### src/rtl/nes_mem_arbiter.sv
// Round-robin arbiter sharing one external memory port between the NES CPU and PPU.
// Each requester owns a single pending slot; the memory side uses a req/ack handshake.
module nes_mem_arbiter #(
    parameter int unsigned ADDR_W = 22,
    parameter int unsigned DATA_W = 8
) (
    input  logic              clk,
    input  logic              reset,
    input  logic              cpu_read,
    input  logic              cpu_write,
    input  logic [ADDR_W-1:0] cpu_addr,
    input  logic [DATA_W-1:0] cpu_wdata,
    output logic [DATA_W-1:0] cpu_rdata,
    output logic              cpu_valid,
    output logic              cpu_busy,
    input  logic              ppu_read,
    input  logic [ADDR_W-1:0] ppu_addr,
    output logic [DATA_W-1:0] ppu_rdata,
    output logic              ppu_valid,
    output logic              ppu_busy,
    output logic              mem_req,
    output logic              mem_we,
    output logic [ADDR_W-1:0] mem_addr,
    output logic [DATA_W-1:0] mem_wdata,
    input  logic [DATA_W-1:0] mem_rdata,
    input  logic              mem_ack,
    output logic [1:0]        overrun
);

    typedef enum logic [1:0] {StIdle, StCpuXfer, StPpuXfer} state_e;

    localparam logic GrantCpu = 1'b0;
    localparam logic GrantPpu = 1'b1;

    state_e            state_q, state_d;
    logic              last_grant_q, last_grant_d;

    logic              cpu_pend_q, cpu_pend_d;
    logic              cpu_we_q, cpu_we_d;
    logic [ADDR_W-1:0] cpu_addr_q, cpu_addr_d;
    logic [DATA_W-1:0] cpu_wdata_q, cpu_wdata_d;
    logic              ppu_pend_q, ppu_pend_d;
    logic [ADDR_W-1:0] ppu_addr_q, ppu_addr_d;

    logic              mem_req_q, mem_req_d;
    logic              mem_we_q, mem_we_d;
    logic [ADDR_W-1:0] mem_addr_q, mem_addr_d;
    logic [DATA_W-1:0] mem_wdata_q, mem_wdata_d;

    logic [DATA_W-1:0] cpu_rdata_q, cpu_rdata_d;
    logic              cpu_valid_q, cpu_valid_d;
    logic [DATA_W-1:0] ppu_rdata_q, ppu_rdata_d;
    logic              ppu_valid_q, ppu_valid_d;
    logic [1:0]        overrun_q, overrun_d;

    logic              cpu_strobe;
    logic              cpu_done;
    logic              ppu_done;
    logic              grant_ppu;

    assign cpu_strobe = cpu_read | cpu_write;
    assign cpu_done   = (state_q == StCpuXfer) && mem_ack;
    assign ppu_done   = (state_q == StPpuXfer) && mem_ack;

    always_comb begin
        state_d      = state_q;
        last_grant_d = last_grant_q;
        cpu_pend_d   = cpu_pend_q;
        cpu_we_d     = cpu_we_q;
        cpu_addr_d   = cpu_addr_q;
        cpu_wdata_d  = cpu_wdata_q;
        ppu_pend_d   = ppu_pend_q;
        ppu_addr_d   = ppu_addr_q;
        mem_req_d    = mem_req_q;
        mem_we_d     = mem_we_q;
        mem_addr_d   = mem_addr_q;
        mem_wdata_d  = mem_wdata_q;
        cpu_rdata_d  = cpu_rdata_q;
        cpu_valid_d  = 1'b0;
        ppu_rdata_d  = ppu_rdata_q;
        ppu_valid_d  = 1'b0;
        overrun_d    = overrun_q;
        grant_ppu    = 1'b0;

        case (state_q)
            StIdle: begin
                // On a tie the requester that was not served last goes first.
                grant_ppu = ppu_pend_q && (!cpu_pend_q || (last_grant_q == GrantCpu));
                if (grant_ppu) begin
                    state_d     = StPpuXfer;
                    mem_req_d   = 1'b1;
                    mem_we_d    = 1'b0;
                    mem_addr_d  = ppu_addr_q;
                    mem_wdata_d = '0;
                end else if (cpu_pend_q) begin
                    state_d     = StCpuXfer;
                    mem_req_d   = 1'b1;
                    mem_we_d    = cpu_we_q;
                    mem_addr_d  = cpu_addr_q;
                    mem_wdata_d = cpu_wdata_q;
                end
            end
            StCpuXfer: begin
                if (mem_ack) begin
                    state_d      = StIdle;
                    mem_req_d    = 1'b0;
                    last_grant_d = GrantCpu;
                    if (!mem_we_q) begin
                        cpu_rdata_d = mem_rdata;
                        cpu_valid_d = 1'b1;
                    end
                end
            end
            StPpuXfer: begin
                if (mem_ack) begin
                    state_d      = StIdle;
                    mem_req_d    = 1'b0;
                    last_grant_d = GrantPpu;
                    ppu_rdata_d  = mem_rdata;
                    ppu_valid_d  = 1'b1;
                end
            end
            default: state_d = StIdle;
        endcase

        // A strobe landing in its own slot's ack cycle refills the slot instead of overrunning.
        if (cpu_done) cpu_pend_d = 1'b0;
        if (cpu_strobe) begin
            if (!cpu_pend_q || cpu_done) begin
                cpu_pend_d  = 1'b1;
                cpu_we_d    = cpu_write;
                cpu_addr_d  = cpu_addr;
                cpu_wdata_d = cpu_wdata;
            end else begin
                overrun_d[0] = 1'b1;
            end
        end

        if (ppu_done) ppu_pend_d = 1'b0;
        if (ppu_read) begin
            if (!ppu_pend_q || ppu_done) begin
                ppu_pend_d = 1'b1;
                ppu_addr_d = ppu_addr;
            end else begin
                overrun_d[1] = 1'b1;
            end
        end
    end

    always_ff @(posedge clk) begin
        if (reset) begin
            state_q      <= StIdle;
            last_grant_q <= GrantCpu;
            cpu_pend_q   <= 1'b0;
            cpu_we_q     <= 1'b0;
            cpu_addr_q   <= '0;
            cpu_wdata_q  <= '0;
            ppu_pend_q   <= 1'b0;
            ppu_addr_q   <= '0;
            mem_req_q    <= 1'b0;
            mem_we_q     <= 1'b0;
            mem_addr_q   <= '0;
            mem_wdata_q  <= '0;
            cpu_rdata_q  <= '0;
            cpu_valid_q  <= 1'b0;
            ppu_rdata_q  <= '0;
            ppu_valid_q  <= 1'b0;
            overrun_q    <= 2'b00;
        end else begin
            state_q      <= state_d;
            last_grant_q <= last_grant_d;
            cpu_pend_q   <= cpu_pend_d;
            cpu_we_q     <= cpu_we_d;
            cpu_addr_q   <= cpu_addr_d;
            cpu_wdata_q  <= cpu_wdata_d;
            ppu_pend_q   <= ppu_pend_d;
            ppu_addr_q   <= ppu_addr_d;
            mem_req_q    <= mem_req_d;
            mem_we_q     <= mem_we_d;
            mem_addr_q   <= mem_addr_d;
            mem_wdata_q  <= mem_wdata_d;
            cpu_rdata_q  <= cpu_rdata_d;
            cpu_valid_q  <= cpu_valid_d;
            ppu_rdata_q  <= ppu_rdata_d;
            ppu_valid_q  <= ppu_valid_d;
            overrun_q    <= overrun_d;
        end
    end

    assign cpu_rdata = cpu_rdata_q;
    assign cpu_valid = cpu_valid_q;
    assign cpu_busy  = cpu_pend_q;
    assign ppu_rdata = ppu_rdata_q;
    assign ppu_valid = ppu_valid_q;
    assign ppu_busy  = ppu_pend_q;
    assign mem_req   = mem_req_q;
    assign mem_we    = mem_we_q;
    assign mem_addr  = mem_addr_q;
    assign mem_wdata = mem_wdata_q;
    assign overrun   = overrun_q;

endmodule

### config.mk
export PLATFORM = sky130hd
export DESIGN_NAME = nes_mem_arbiter
export DESIGN_NICKNAME = d
export VERILOG_FILES = /design/src/rtl/nes_mem_arbiter.sv
export SDC_FILE = /design/constraint.sdc
export NUM_CORES = 1
export LEC_CHECK = 0
export CAP_MARGIN = 0
export CORE_ASPECT_RATIO = 1.1
export CORE_MARGIN = 5
export CORE_UTILIZATION = 50
export CTS_BUF_LIST = sky130_fd_sc_hd__clkbuf_4
export CTS_CLUSTER_DIAMETER = 50
export DETAILED_ROUTE_END_ITERATION = 8
export PLACE_DENSITY_LB_ADDON = 0.2
export SETUP_SLACK_MARGIN = 0.15
export SLEW_MARGIN = 0
export SYNTH_ARGS = -nofsm -noshare
export SYNTH_HDL_FRONTEND = slang
export SYNTH_SLANG_ARGS = --single-unit
export TNS_END_PERCENT = 50
### constraint.sdc
create_clock -name clk -period 1.4 [get_ports clk]
set_input_delay 0.28 -clock clk [delete_from_list [all_inputs] [get_ports clk]]
set_output_delay 0.28 -clock clk [all_outputs]
set_load 0.01 [all_outputs]
### Word level (Yosys, flattened, before mapping)

Index checks and enable logic that the tools add are counted.

* register bits: 110
* bits in latches: 0
* bits in writable memories: 0
* ROM bits: 0
* word-level logic and storage cells: 81
* memories: 0

* $add $sub $neg: 0
* multipliers: 0
* divide/modulo/power cells: 0
* order comparisons: 0
* equal/unequal tests: 6
* shift-type cells: 0
* muxes and demuxes: 24
* bitwise gates (word level): 8
* reduce and logical (&&, ||, !) cells: 25

Operators by type and width (number)
* two-way mux 22 bit: 2
* two-way mux 8 bit: 2
* two-way mux 1 bit: 14
* AND reduction 2 bit: 7
* AND reduction 3 bit: 3
* NOT 1 bit: 7
* two-way mux 2 bit: 3
* nonzero test 2 bit: 3
* inequality test 2 bit (second input constant): 2
* case mux 1 bit (2 select lines): 2
* case mux 2 bit (2 select lines): 1
* OR reduction 2 bit: 2
* logical AND 1 bit: 3
* logical OR 1 bit: 3
* inequality test 3 bit (second input constant): 1
* OR reduction 3 bit: 1
* == test 2 x 1 -> 1 bit (second input constant): 1
* == test 2 bit (second input constant): 1
* logical NOT 1 bit: 2
* logical NOT 2 bit: 1
* inequality test 2 x 1 -> 1 bit (second input constant): 1
* bitwise OR 1 bit: 1

### Longest topological paths before layout

* depth in word-level cells: 5
* gate-level depth with buffers: 6
* mapped depth without buffers: 5

### Worst setup path after synthesis

Ideal clock, no wire load.

* path kind: register to register
* start point: register state_q[0]
* end point: register mem_addr_q[3], in the netlist mem_addr[3]
* library setup time: 0.081 ns
* arrival time: 1.219 ns
* required time: 1.319 ns
* setup slack: 0.100 ns
* stages on the path, launching flop included: 7
* path buffers: 1
* cell sequence: dfxtp_1 > inv_1 > ha_1 > o21a_1 > buf_2 > nor2_1 > a211oi_2

* longest elaborated chain between the ends: 2

RTL lines
* from (decl): RTL line 35 `state_e state_q, state_d;`
* from (signal assigned): RTL line 152 `state_q <= StIdle;`
* from (signal assigned): RTL line 170 `state_q <= state_d;`
* logical NOT 2 bit: RTL line 85 `case (state_q)`
* AND reduction 2 bit (no line)
* to (signal assigned): RTL line 180 `mem_addr_q <= mem_addr_d;`
* to (decl): RTL line 47 `logic [ADDR_W-1:0] mem_addr_q, mem_addr_d;`

Every way passes these cells.
A chain may end at the register's enable or synchronous reset.

### Worst setup path in the final report

* start point: input port mem_ack
* end point: register ppu_addr_q[10]

* longest elaborated chain between the ends: 3

RTL lines
* from (decl): RTL line 26 `input logic mem_ack,`
* logical AND 1 bit: RTL line 63 `assign ppu_done = (state_q == StPpuXfer) && mem_ack;`
* logical OR 1 bit: RTL line 141 `if (!ppu_pend_q || ppu_done) begin`
* AND reduction 2 bit (no line)
* to (signal assigned): RTL line 177 `ppu_addr_q <= ppu_addr_d;`
* to (decl): RTL line 43 `logic [ADDR_W-1:0] ppu_addr_q, ppu_addr_d;`

Every way passes these cells.

==> results by group <==
Global route
  – First-pass GRT wire length: 21100 µm
  – Via count of the first global-routing pass: 4344
  – Global Route Usage Sum: 23.0%
  – Number of antenna violations at the first check in global routing: 1
  – GRT overflow: 0
  – Largest net degree at the start of global routing: 62

Hold path
  – HP Class: in2reg
  – Hold worst-path end: mem_addr[10]$_SDFFE_PP0P_
  – Hold wc startpoint: reset
  – Hold Path Cell Cnt: 2

Floorplanning
  – Die span in y: 111 µm
  – Total core area: 9260 µm²
  – Initial Utilization: between 50% and 60%
  – Die area: 11400 µm²
  – Standard-cell row count: 37
  – Number of I/O pins: 120
  – Die W: 102 µm

Timing
  – Period utilization: 106%
  – Final hold violations: 0
  – Clock Skews: 24.7 ps
  – Slew @ Worst Pin: 455 ps
  – Final Max Tran Viols: 0
  – Unrepaired setup endpoints after global routing: yes
  – Count of final setup violators: 70
  – Post-route setup slack: -87.2 ps
  – Hold slack: 90.0 ps
  – Fmax: slightly below 700 MHz
  – Max_slew headroom: 69.6%
  – Fin crit period: around 1500 ps

Clocking
  – Root cell of the clock tree: clkbuf_4
  – Clock Sinks: 110
  – Htree depth: 3
  – # hold bufs at CTS: 0
  – Clock buffer depth: 2
  – CTS Buf Count: 9
  – Clk slew on worst S/H paths: 150 ps
  – Worst-Skew Late Latency: 460 ps
  – CTS tree: done

Worst setup path
  – Required time of the critical path: 1780 ps
  – R2r endpoint: cpu_addr_q[7]$_SDFFE_PP0P_
  – Slowest-stage cell, CP: clkdlybuf4s50_1
  – Worst r2r path cells: 7
  – Critical Path Sink Type: register
  – Critical path class: in2reg
  – Critical path peak fanout: 7
  – Worst reg2reg path startpoint: state_q[0]$_SDFFE_PP0P_
  – Worst path cell trace: clkdlybuf4s50_1 > nand2_4 > a21boi_4 > buf_6 > buf_16 > mux2i_1
  – Crit path max-delay family: buffers and inverters
  – R2R Setup Slk: -80 ps
  – Critical path launch point type: primary input
  – Number of buffers and inverters on the critical path: 3
  – Worst EP arrival: 1870 ps
  – Max incr delay on CP: ~750 ps

Layout
  – Highest-count cells in the layout ignoring fill and taps: clkdlybuf4s50_1 (64), dfxtp_1 (59), a21oi_1 (57), dfxtp_2 (49), nand2_1 (47)
  – Synthesis-to-layout area growth: 49.0%
  – Commonest non-fill, non-tap cell in the layout: clkdlybuf4s50_1
  – NumNets Final: 735
  – Layout cells sized above 1: 36.6%
  – Final core area utilization: 75.3%

Synth
  – EDFF count, synth: 0
  – FF+latch count, synth: 110
  – Register area share after synthesis: approximately 47%
  – Post-Synthesis Cells: 517
  – Synth top area share: 47.0%
  – Syn Nets: 588
  – Mapped Area: 4680 µm²
  – Netlist cell types: 31
  – Synth area leader: dfxtp_1
  – FFs w/ async S/R, synth: 0%
  – Synth area leaders: dfxtp_1 (47%), a21oi_1 (8.2%), mux2i_1 (6.4%)
  – Total number of yosys warnings: 0
  – Mean Syn Cell Area: 9.06 µm²
  – Dominant synthesized flop cell: dfxtp_1

Place
  – I/O Buffers: 119
  – RD Place Congestion: 0.805
  – DP Worst Slack: -358 ps
  – Detailed placement HPWL: ~8000 µm

Route
  – Drt total wl: around 14000 µm
  – Vias: 4280
  – Avg Vias per Cell: 5.45
  – Residual DRC: 0
  – Drt initial violations: 298
  – Detail-routed net length per standard cell: 17.6 µm
  – Antenna-violating nets left: 0
  – Drt first pass iters: 5

Power and ir drop
  – Pwr dens: 1030 nW/µm²
  – Pleak: 2.74 nW
  – Worst vdd ir: 562 µV
  – Tot Pwr: slightly above 7 mW

Flow run
  – Max cap viols: 0

Status
  – Run status: finished, violations left
  – Failing checks: negative setup slack
## stage by stage
step	instance area [µm²]	setup TNS, ps	instances
floorplan	4690	0	517
global placement	6170	-15820	736
detailed placement	6170	-20400	736
CTS	6570	0	778
global route	6980	-6230	785
finish	6980	-2360	785
## layer usage
layer,vias to the layer above,global-route usage (%),wire length (µm)
li1,2067,-,-
met1,2063,29.2,5870
met2,129,39.1,7000
met3,21,4.20,666
met4,0,7.44,271
met5,-,0,0
## Yosys cell counts, drive strengths merged (11+ instances only)
cell and instances:
a211oi 22, mux2i 30, nand2b 45, nand3 11, nand2 51, dfxtp 110
clkbuf 21, buf 24, nand3b 31, a21oi 77, nor2 34, o21ai 38
## state kept, by name (all words and copies together), names as in the netlist, 2 cells and up
name	cells
cpu_addr_q	22
mem_addr	22
ppu_addr_q	22
cpu_rdata	8
cpu_wdata_q	8
mem_wdata	8
ppu_rdata	8
overrun	2
state_q	2
## cells by family (layout without fill, tap and decap cells)
logic type	count (synthesis)	in the layout	synth area share [%]
simple gates	177	177	19.8
compound gates	145	145	19.9
flops	110	110	47.0
buf+inv	50	200	5.53
mux	30	30	6.41
fa+ha+maj	5	5	1.34
other cells	0	1	0
## worst reg2reg max path, stage by stage, from the launching register on
cell	delay, ps
dfxtp_2	380
buf_4	150
ha_4	170
a21boi_4	210
buf_6	160
clkbuf_16	140
o21ai_1	70
a21oi_1	140
## worst max path at each step
stage                                 start                          end  cells after the start
finish                              mem_ack  ppu_addr_q[10]$_SDFFE_PP0P_                      6
global route        state_q[0]$_SDFFE_PP0P_  cpu_wdata_q[5]$_SDFFE_PP0P_                      7
CTS                 state_q[0]$_SDFFE_PP0P_  ppu_addr_q[10]$_SDFFE_PP0P_                      7
detailed placement                  mem_ack   ppu_addr_q[8]$_SDFFE_PP0P_                      5
global placement                    mem_ack   ppu_addr_q[5]$_SDFFE_PP0P_                      5
floorplan           state_q[1]$_SDFFE_PP0P_  cpu_addr_q[15]$_SDFFE_PP0P_                      6
## area by class of cell
cell class / count / area (µm²)
Tap cell: 117 / 146
Timing Repair Buffer: 181 / 1980
Clock buffer: 10 / 75.1
Inverter: 5 / 18.8
Antenna cell: 1 / 2.50
Multi-Input combinational cell: 357 / 2450
Fill cell: 650 / 2280
Clock inverter: 4 / 26.3
Sequential cell: 110 / 2270
## where the power goes
group	leakage, nW	switching, mW	total [mW]	internal, mW
combinational	1.77	1.01	2.23	1.22
clock	0.0480	0.989	1.35	0.361
sequential	0.924	0.176	3.58	3.40
## what timing repair did
action,4_1_cts,5_1_grt
buffers inserted,20,3
hold endpoints to repair,0,0
pin swaps,33,48
gates resized for setup,294,99
cloned,8,3
endpoints found under the setup margin,161,137
Note: power is estimated with default switching activity, not from simulation.
